`src/rtl/lcd_pkg.sv`:
```
// Shared types and helpers for the LCD line writer: sweep state encoding,
// the blank character and the row/column address width helpers.
package lcd_pkg;

    typedef enum logic [1:0] {
        ST_INIT   = 2'd0,
        ST_IDLE   = 2'd1,
        ST_WRITE  = 2'd2,
        ST_UPDATE = 2'd3
    } lcd_state_t;

    localparam logic [7:0] BLANK_CHAR = 8'h20;

    // Row address width; a single-row display still needs a 1-bit port.
    function automatic int lcd_rw(input int rows);
        return (rows > 1) ? $clog2(rows) : 1;
    endfunction

    function automatic int lcd_clw(input int cols);
        return (cols > 1) ? $clog2(cols) : 1;
    endfunction

endpackage

```
`src/rtl/lcd_char_buf.sv`:
```
// ROWS x COLS character store: one synchronous write port, one
// combinational read port, every cell reset to the blank character.
module lcd_char_buf
    import lcd_pkg::*;
#(
    parameter int ROWS = 2,
    parameter int COLS = 16,
    parameter int CW   = 8,
    parameter int RW   = 1,
    parameter int CLW  = 4
) (
    input  logic           CLK,
    input  logic           RST,
    input  logic           we,
    input  logic [RW-1:0]  wr_row,
    input  logic [CLW-1:0] wr_col,
    input  logic [CW-1:0]  wr_data,
    input  logic [RW-1:0]  rd_row,
    input  logic [CLW-1:0] rd_col,
    output logic [CW-1:0]  rd_data
);

    localparam int CELLS = ROWS * COLS;
    localparam int AW    = $clog2(CELLS);
    localparam logic [CW-1:0] BLANK = CW'(BLANK_CHAR);

    logic [CW-1:0] mem [CELLS];
    logic [AW-1:0] wr_addr;
    logic [AW-1:0] rd_addr;

    // Row-major flat addressing keeps the array index exactly AW bits wide.
    assign wr_addr = AW'(int'(wr_row) * COLS + int'(wr_col));
    assign rd_addr = AW'(int'(rd_row) * COLS + int'(rd_col));

    for (genvar a = 0; a < CELLS; a++) begin : g_cell
        always_ff @(posedge CLK or negedge RST) begin
            if (!RST) begin
                mem[a] <= BLANK;
            end else if (we && (wr_addr == AW'(a))) begin
                mem[a] <= wr_data;
            end
        end
    end

    assign rd_data = mem[rd_addr];

endmodule

```
`src/rtl/lcd_line_writer.sv`:
```
// Buffers character bursts per LCD row and sweeps the whole buffer out to
// the LCD driver on request. Optional macro LCD_BLANK_FILL_EN blanks cells
// beyond the length of each row's last burst.
module lcd_line_writer
    import lcd_pkg::*;
#(
    parameter int COLS = 16,
    parameter int ROWS = 2,
    parameter int CW   = 8,
    localparam int RW  = lcd_rw(ROWS),
    localparam int CLW = lcd_clw(COLS)
) (
    input  logic           CLK,
    input  logic           RST,
    input  logic           valid_i,
    input  logic [CW-1:0]  char_i,
    input  logic [RW-1:0]  row_sel_i,
    input  logic           start_update,
    input  logic           lcd_busy,
    output logic           lcd_we,
    output logic [RW-1:0]  lcd_row,
    output logic [CLW-1:0] lcd_col,
    output logic [CW-1:0]  lcd_char,
    output logic           update,
    output logic           ready_o
);

    // idx must reach COLS itself, so it is one state wider than a column.
    localparam int IW = $clog2(COLS + 1);

    lcd_state_t     state, state_nxt;
    logic           pending;
    logic [RW-1:0]  cur_row;
    logic [CLW-1:0] cur_col;
    logic           last_cell;
    logic           start_sweep;
    logic           advance;

    logic [IW-1:0]  idx;
    logic [RW-1:0]  burst_row;
    logic [RW-1:0]  wr_row;
    logic [CLW-1:0] wr_col;
    logic           buf_we;
    logic [CW-1:0]  rd_data;
    logic [CW-1:0]  cell_char;

    assign last_cell = (cur_row == RW'(ROWS - 1)) && (cur_col == CLW'(COLS - 1));

    always_ff @(posedge CLK or negedge RST) begin
        if (!RST) begin
            state <= ST_INIT;
        end else begin
            state <= state_nxt;
        end
    end

    always_comb begin
        state_nxt   = state;
        start_sweep = 1'b0;
        advance     = 1'b0;
        lcd_we      = 1'b0;
        lcd_row     = '0;
        lcd_col     = '0;
        lcd_char    = '0;
        update      = 1'b0;
        ready_o     = 1'b0;
        case (state)
            ST_INIT: begin
                if (!lcd_busy) state_nxt = ST_IDLE;
            end
            ST_IDLE: begin
                ready_o = !pending;
                if (start_update || pending) begin
                    state_nxt   = ST_WRITE;
                    start_sweep = 1'b1;
                end
            end
            ST_WRITE: begin
                lcd_row  = cur_row;
                lcd_col  = cur_col;
                lcd_char = cell_char;
                if (!lcd_busy) begin
                    lcd_we  = 1'b1;
                    advance = 1'b1;
                    if (last_cell) state_nxt = ST_UPDATE;
                end
            end
            ST_UPDATE: begin
                update = 1'b1;
                if (!lcd_busy) state_nxt = ST_IDLE;
            end
            default: state_nxt = ST_INIT;
        endcase
    end

    // Requests arriving while a sweep is in flight collapse into one flag.
    always_ff @(posedge CLK or negedge RST) begin
        if (!RST) begin
            pending <= 1'b0;
        end else if (start_sweep) begin
            pending <= 1'b0;
        end else if (start_update && (state != ST_IDLE)) begin
            pending <= 1'b1;
        end
    end

    always_ff @(posedge CLK or negedge RST) begin
        if (!RST) begin
            cur_row <= '0;
            cur_col <= '0;
        end else if (start_sweep) begin
            cur_row <= '0;
            cur_col <= '0;
        end else if (advance) begin
            if (cur_col == CLW'(COLS - 1)) begin
                cur_col <= '0;
                cur_row <= last_cell ? '0 : cur_row + 1'b1;
            end else begin
                cur_col <= cur_col + 1'b1;
            end
        end
    end

    // The burst row is taken live on the first character, latched afterwards.
    assign wr_row = (idx == '0) ? row_sel_i : burst_row;
    assign wr_col = CLW'(idx);
    assign buf_we = valid_i && (idx < IW'(COLS)) && (int'(wr_row) < ROWS);

    always_ff @(posedge CLK or negedge RST) begin
        if (!RST) begin
            idx       <= '0;
            burst_row <= '0;
        end else if (valid_i) begin
            if (idx == '0) burst_row <= row_sel_i;
            if (idx < IW'(COLS)) idx <= idx + 1'b1;
        end else begin
            idx <= '0;
        end
    end

    lcd_char_buf #(
        .ROWS (ROWS),
        .COLS (COLS),
        .CW   (CW),
        .RW   (RW),
        .CLW  (CLW)
    ) u_buf (
        .CLK     (CLK),
        .RST     (RST),
        .we      (buf_we),
        .wr_row  (wr_row),
        .wr_col  (wr_col),
        .wr_data (char_i),
        .rd_row  (cur_row),
        .rd_col  (cur_col),
        .rd_data (rd_data)
    );

`ifdef LCD_BLANK_FILL_EN
    logic [IW-1:0] len_q [ROWS];
    logic [IW-1:0] cur_len;

    // A row's length is captured on the cycle its burst ends.
    for (genvar r = 0; r < ROWS; r++) begin : g_len
        always_ff @(posedge CLK or negedge RST) begin
            if (!RST) begin
                len_q[r] <= '0;
            end else if (!valid_i && (idx != '0) && (burst_row == RW'(r))) begin
                len_q[r] <= idx;
            end
        end
    end

    always_comb begin
        cur_len = '0;
        for (int r = 0; r < ROWS; r++) begin
            if (cur_row == RW'(r)) cur_len = len_q[r];
        end
    end

    assign cell_char = (IW'(cur_col) >= cur_len) ? CW'(BLANK_CHAR) : rd_data;
`else
    assign cell_char = rd_data;
`endif

endmodule

```
`config.mk`:
```
export PLATFORM = sky130hd
export DESIGN_NAME = lcd_line_writer
export DESIGN_NICKNAME = d
export VERILOG_FILES = /design/src/rtl/lcd_pkg.sv /design/src/rtl/lcd_char_buf.sv /design/src/rtl/lcd_line_writer.sv
export SDC_FILE = /design/constraint.sdc
export NUM_CORES = 1
export LEC_CHECK = 0
export BUFFER_PORTS_ARGS = -buffer_cell sky130_fd_sc_hd__buf_2
export CELL_PAD_IN_SITES_DETAIL_PLACEMENT = 1
export CELL_PAD_IN_SITES_GLOBAL_PLACEMENT = 1
export CORE_AREA = 3 3 158 160
export CTS_BUF_LIST = sky130_fd_sc_hd__clkbuf_8
export CTS_CLUSTER_DIAMETER = 50
export DETAILED_ROUTE_END_ITERATION = 7
export DIE_AREA = 0 0 161 163
export GPL_ROUTABILITY_DRIVEN = 1
export GPL_TIMING_DRIVEN = 0
export PLACE_DENSITY_LB_ADDON = 0.05
export RECOVER_POWER = 50
export SLEW_MARGIN = 10
export SYNTH_ARGS = -nofsm -noshare
export SYNTH_HDL_FRONTEND = slang
export SYNTH_SLANG_ARGS = --single-unit
```
`constraint.sdc`:
```
create_clock -name CLK -period 3.6 [get_ports CLK]
set_input_delay 0.18 -clock CLK [delete_from_list [all_inputs] [get_ports CLK]]
set_output_delay 0.18 -clock CLK [all_outputs]
set_load 0.01 [all_outputs]
```
### Word-level counts from Yosys, hierarchy flattened

Cells that the tools add are included.

* add/sub/neg operators: 5
* $lt $le $gt $ge: 2
* equality and inequality tests: 41
* multiplexer cells: 29
* bitwise gates (word level): 1
* reductions and logical operators: 46

Operators with widths (number)
* equality test 5 bit (second input constant): 16
* binary-select mux 8 bit (select 5 bit): 1
* equality test 5 x 4 -> 1 bit (second input constant): 8
* logical AND 1 bit: 35
* two-way mux 8 bit: 3
* equality test 5 x 3 -> 1 bit (second input constant): 4
* two-way mux 4 bit: 4
* two-way mux 1 bit: 14
* adder 5 x 4 -> 5 bit: 2
* equality test 5 x 2 -> 1 bit (second input constant): 2
* logical NOT 5 bit: 2
* two-way mux 5 bit: 2
* two-way mux 2 bit: 4
* != test 2 bit (second input constant): 4
* >= comparator 6 bit (second input constant): 1
* NOT 5 -> 6 bit: 1
* one-hot mux 2 bit (3 select lines): 1
* nonzero test 2 bit: 3
* adder 5 x 1 -> 5 bit (second input constant): 1
* equality test 5 x 1 -> 1 bit (second input constant): 1
* less-than comparator 5 bit (second input constant): 1
* adder 4 x 1 -> 4 bit (second input constant): 1
* equality test 2 bit (second input constant): 2
* equality test 4 bit (second input constant): 1
* other kinds (9): 10

* register bits after elaboration: 270
* input bits: 14
* output and inout port bits: 16
* logic and storage cells: 162

### Depth between registers and ports, before layout

* word-level depth: 6
* mapped depth: 7

### By module

From an unflattened synthesis, not the netlist that was laid out.

* cell total of the unflattened synthesis: 784
* area total of the unflattened synthesis: 12594.6 sq um

Modules (own cells, without submodules)
* lcd_char_buf: instances 1, cells an instance 699, area an instance 11713.7 sq um, seq. area each 6446.2 sq um
* lcd_line_writer: instances 1, cells an instance 85, area an instance 880.8 sq um, seq. area each 350.3 sq um

### Least setup slack after synthesis

Ideal clock, no wire load.

* kind: reg2reg
* start point: reg idx[0]
* end point: reg u_buf.mem[136] (netlist bit)
* arrival time: 1.920 ns
* data required time: 3.475 ns
* setup slack: 1.555 ns
* cell stages (with the launch flop): 8
* path buffers: 1
* period minus slack after synthesis: 2.045 ns
* cell sequence: dfrtp_1 > inv_1 > ha_1 > nor4b_2 > mux2i_1 > buf_4 > nand4_2 > mux2_2

* longest elaborated chain between the ends: 5
* elaborated cells on any way between the ends: 7
* classes of those cells: 1 x add/sub; 1 x order compare; 1 x eq/ne; 1 x mux; 3 x reduce/logical

Ends and longest elaborated chain
* from (decl): RTL line lcd_line_writer.sv:39 `logic [IW-1:0] idx;`
* from (signal assigned): RTL line lcd_line_writer.sv:135 `if (idx < IW'(COLS)) idx <= idx + 1'b1;`
* logical NOT 5 bit: RTL line lcd_line_writer.sv:125 `assign wr_row = (idx == '0) ? row_sel_i : burst_row;`
* two-way mux 1 bit: RTL line lcd_line_writer.sv:125
* adder 5 x 4 -> 5 bit: RTL line lcd_char_buf.sv:32 `assign wr_addr = AW'(int'(wr_row) * COLS + int'(wr_col));`
* equality test 5 x 4 -> 1 bit: RTL line lcd_char_buf.sv:39 `end else if (we && (wr_addr == AW'(a))) begin`
* logical AND 1 bit (*): RTL line lcd_char_buf.sv:39
* to (signal, indexed assignment): RTL line lcd_char_buf.sv:40 `mem[a] <= wr_data;`
* to (decl): RTL line lcd_char_buf.sv:27 `logic [CW-1:0] mem [CELLS];`

Every way passes the cells marked *; elsewhere a longest branch is shown, timed or not.
A chain may end at the register's enable or synchronous reset.

### Worst setup path in the final report

* start point: reg cur_col[1]
* end point: out lcd_char[6]

* longest elaborated chain between the ends: 6

Ends and longest elaborated chain
* from (decl): RTL line lcd_line_writer.sv:34 `logic [CLW-1:0] cur_col;`
* from (signal assigned): RTL line lcd_line_writer.sv:119 `cur_col <= cur_col + 1'b1;`
* adder 5 x 4 -> 5 bit: RTL line lcd_char_buf.sv:33 `assign rd_addr = AW'(int'(rd_row) * COLS + int'(rd_col));`
* NOT 5 -> 6 bit (not written as such): RTL line lcd_char_buf.sv:45 `assign rd_data = mem[rd_addr];`
* binary-select mux 8 bit (select 5 bit): RTL line lcd_char_buf.sv:45
* two-way mux 8 bit (not written as such) (2 in a row): RTL line lcd_char_buf.sv:45
* two-way mux 8 bit: RTL line lcd_line_writer.sv:67 `case (state)`
* to (decl): RTL line lcd_line_writer.sv:23 `output logic [CW-1:0] lcd_char,`

No other way between the ends. The select of a mux whose other input is x is not followed.

==> flow_summary.yaml <==
status:
  status: "finished, violations left"
  violations: "max-capacitance violations, max-slew violations"
timing:
  fin_ws_ns: 0.236
  min_period_ns: 3.36
  fmax_mhz: 297
  grt_setup_unrepaired: "false"
  finalSetupViolCount: 0
  slew_headroom_pct: -28.6
  hold_violations: 0
  fin_setup_tns_ns: 0
  worstMarginPinSlew_ns: 1.93
  hold_ws_ns: 0.114
  drv_slew: 76
  skew_ns: 0.0202
  post-route-period-util_pct: 93.4
placement:
  pre_cts_ws_ns: 0.541
  dpl_cell_area_sq_um: 13500
  hpwl_um: 24800
  gp_congestion: 0.915
  place.port_buffers: 29
worst_setup_path:
  crit_path_frequent_cell: "buf_2"
  r2r-start: "idx[3]"
  critPathKind: "reg2out"
  r2r_setup_slack_ns: 0.77
  r2r_end: "u_buf.mem[134]"
  cp-start-kind: "flop"
  crit_path_cell_trace: "buf_2 -> clkbuf_2 -> mux4_2 -> mux2i_1 -> nand2_1 -> o2111a_1 -> buf_2"
  endpoint_kind: "output pin"
  crit_fanout: 10
  cpMaxStageDelayCell: "dfrtp_1"
  crit_arrival_ns: 3.18
  cp_slowest_stage_delay_ns: 0.52
  critPathTopFamily: "buffers and inverters"
  ff2ff_path_depth: 5
  cp.required_ns: 3.42
  critical_path_buf_inv_count: 3
power:
  internal_power_mw: 6.19
  seqPwrFrac_pct: 42.7
  switching_power_mw: 2.72
  power_frac_comb_pct: 25.8
  ir_worst_vdd_mv: 0.484
  switching_share_pct: 30.5
  p_leak_nw: 6.57
  power.share.clock_pct: 31.6
  powerDensity_nw_per_um2: 613
flow_run:
  maxCapViolations: 1
floorplan:
  initial_core_util_pct: 54.9
  fp.dieW_um: 161
  rows: 56
  io_pins: 30
  die_area_sq_um: 26200
  die-height_um: 163
  core_area_sq_um: 23500
clock_network:
  cts_max_level: 2
  clk_pin_slew_ns: 0.06
  numCtsBuffers: 46
  root_buffer: "clkbuf_8"
  clock_latency_ns: 0.55
  cts_num_sinks: 270
  clockBufferDepth: 3
  cts_tree: "yes"
drt:
  drc: 0
  drt-wirelength-per-cell_um: 27.6
  num_vias: 7923
  wirelength_um: 36000
  drt-initial-drc-count: 505
  ant_nets: 0
  drtPass1Iterations: 5
  vias_per_cell: 6.08
worst_hold_path:
  min_from: "lcd_busy"
  holdPathEnd: "cur_col[0]"
  min_path_cells: 4
  hold_path_class: "in2reg"
synthesis:
  synthFlopType: "dfrtp_1"
  yosysSeqAreaShare_pct: 52.6
  ys_types: 41
  synth_area_leaders: "dfrtp_1 46%, mux2_2 22%, mux4_2 9.8%"
  synth-edff-count: 0
  synth_common_cells: "256 x mux2_2, 238 x dfrtp_1, 56 x mux4_2"
  ys_warn_count: 0
  synth_top_area_cell: "dfrtp_1"
  ys_async_sr_fraction_pct: 100
  ys_seq_elements: 270
  synthCells: 859
  synth.top_cell.area_share_pct: 46.1
  syn_avg_cell_area_sq_um: 15.0
  syn_area_sq_um: 12900
  syn-num-nets: 881
  synth.most_common_cell: "mux2_2"
final_layout:
  diodes: 0
  syn2layout_area_growth_pct: 12.6
  final_area_sq_um: 14500
  drive_gt1_share_pct: 50.9
  fin_nets: 970
global_routing:
  antenna_found_initial: 1
  grt_start_max_net_pins: 110
  grt_pass1_vias: 8880
  track_usage_pct: 28.3
  gr-total-overflow: 0
  grt_first_pass_wirelength_um: 55000
[layout by cell type, fill, tap and decap left out, types with 4 or more instances in the layout]
cell type	n
buf_2	41
nand2b_1	10
a21oi_1	7
mux2_2	256
inv_1	27
nand4_2	4
a31o_2	8
mux4_2	56
and2_1	10
buf_4	4
clkbuf_1	28
clkbuf_8	57
and3_1	5
dfstp_2	32
dlygate4sd3_1	10
nor2_1	16
dfrtp_1	238
buf_6	5
mux2i_1	45
nand3_2	5
nor2b_1	8
buf_1	12
a22oi_1	8
ha_1	8
nand3_1	9
nand2_1	21
o2111a_1	8
nor2_2	12
[worst max-delay path by stage]
| stage | from | endpoint | slack (ns) | cells after the start |
|---|---|---|---|---|
| 3_5_place_dp | cur_col[1] | lcd_char[6] | 0.54 | 7 |
| 2_1_floorplan | idx[0] | u_buf.mem[136] | 1.56 | 7 |
| 4_1_cts | cur_col[1] | lcd_char[1] | 0.02 | 7 |
| 5_1_grt | cur_col[0] | lcd_char[1] | 0.09 | 8 |
| 3_3_place_gp | RST | u_buf.mem[73] | -2.11 | 1 |
| 6_report | cur_col[1] | lcd_char[6] | 0.24 | 7 |
[power groups by stage]
stage          sequential (mW)  clock, mW  combinational [mW]
5_1_grt                   3.86       3.03                2.45
3_5_place_dp              3.85          0                2.30
2_1_floorplan             3.74          0                1.58
4_1_cts                   3.80       2.87                2.32
6_report                  3.80       2.81                2.30
3_3_place_gp              3.79          0                2.22
[worst register-to-register path: stages (launching register included)]
cell      delay [ns]
dfrtp_1         0.33
clkbuf_1        0.41
clkbuf_1        0.65
nand2_1         0.19
nor3_2          0.71
mux2_2          0.43
[layer usage]
| metal | up-vias | share of wire, % | GRT usage [%] | wire, um |
|---|---|---|---|---|
| met3 | 82 | 5.1 | 5.06 | 1850 |
| met5 | - | 0.039 | 0 | 14 |
| li1 | 3350 | - | - | - |
| met4 | 2 | 3.5 | 10.2 | 1240 |
| met2 | 209 | 48 | 46.7 | 17400 |
| met1 | 4280 | 43 | 38.0 | 15400 |
[state kept, by name, summed over array words and instances, names as in the netlist]
register and cells:
u_buf.mem 256, idx 5, cur_col 4, state 2, burst_row 1, cur_row 1
pending 1
[through the flow]
stage / std cells / total power, mW / utilization (%)
global placement: 1207 / 6.01 / 57.2
CTS: 1304 / 8.98 / 61.9
global route: 1304 / 9.33 / 61.8
detailed placement: 1209 / 6.15 / 57.5
floorplan: 859 / 5.32 / -
finish: 1304 / 8.91 / 61.8
[cell families after synthesis]
group / count (synthesis) / share of synthesized area [%]
AO/OA/AOI/OAI: 34 / 2.11
XOR/XNOR: 5 / 0.339
adder cells (fa/ha/maj): 8 / 0.775
buffers and inverters: 70 / 2.66
flip-flops: 270 / 52.6
multiplexers: 357 / 35.6
AND/OR/NAND/NOR: 115 / 5.94
[area by class of cell]
type	instances	area [sq um]
Buffer	64	313
Clock buffer	57	785
Clock inverter	28	169
Fill cell	2227	9000
Inverter	6	22.5
Multi-Input combinational cell	519	5780
Sequential cell	270	6800
Tap cell	319	399
Timing Repair Buffer	41	279
[repair_timing]
item,in CTS,in global routing
hold endpoints to repair,91,0
endpoints found under the setup margin,1,2
gates cloned,0,0
resized for setup,2,2
setup buffers,0,0
hold buffers,10,0
(Power assumes the default switching activity.)
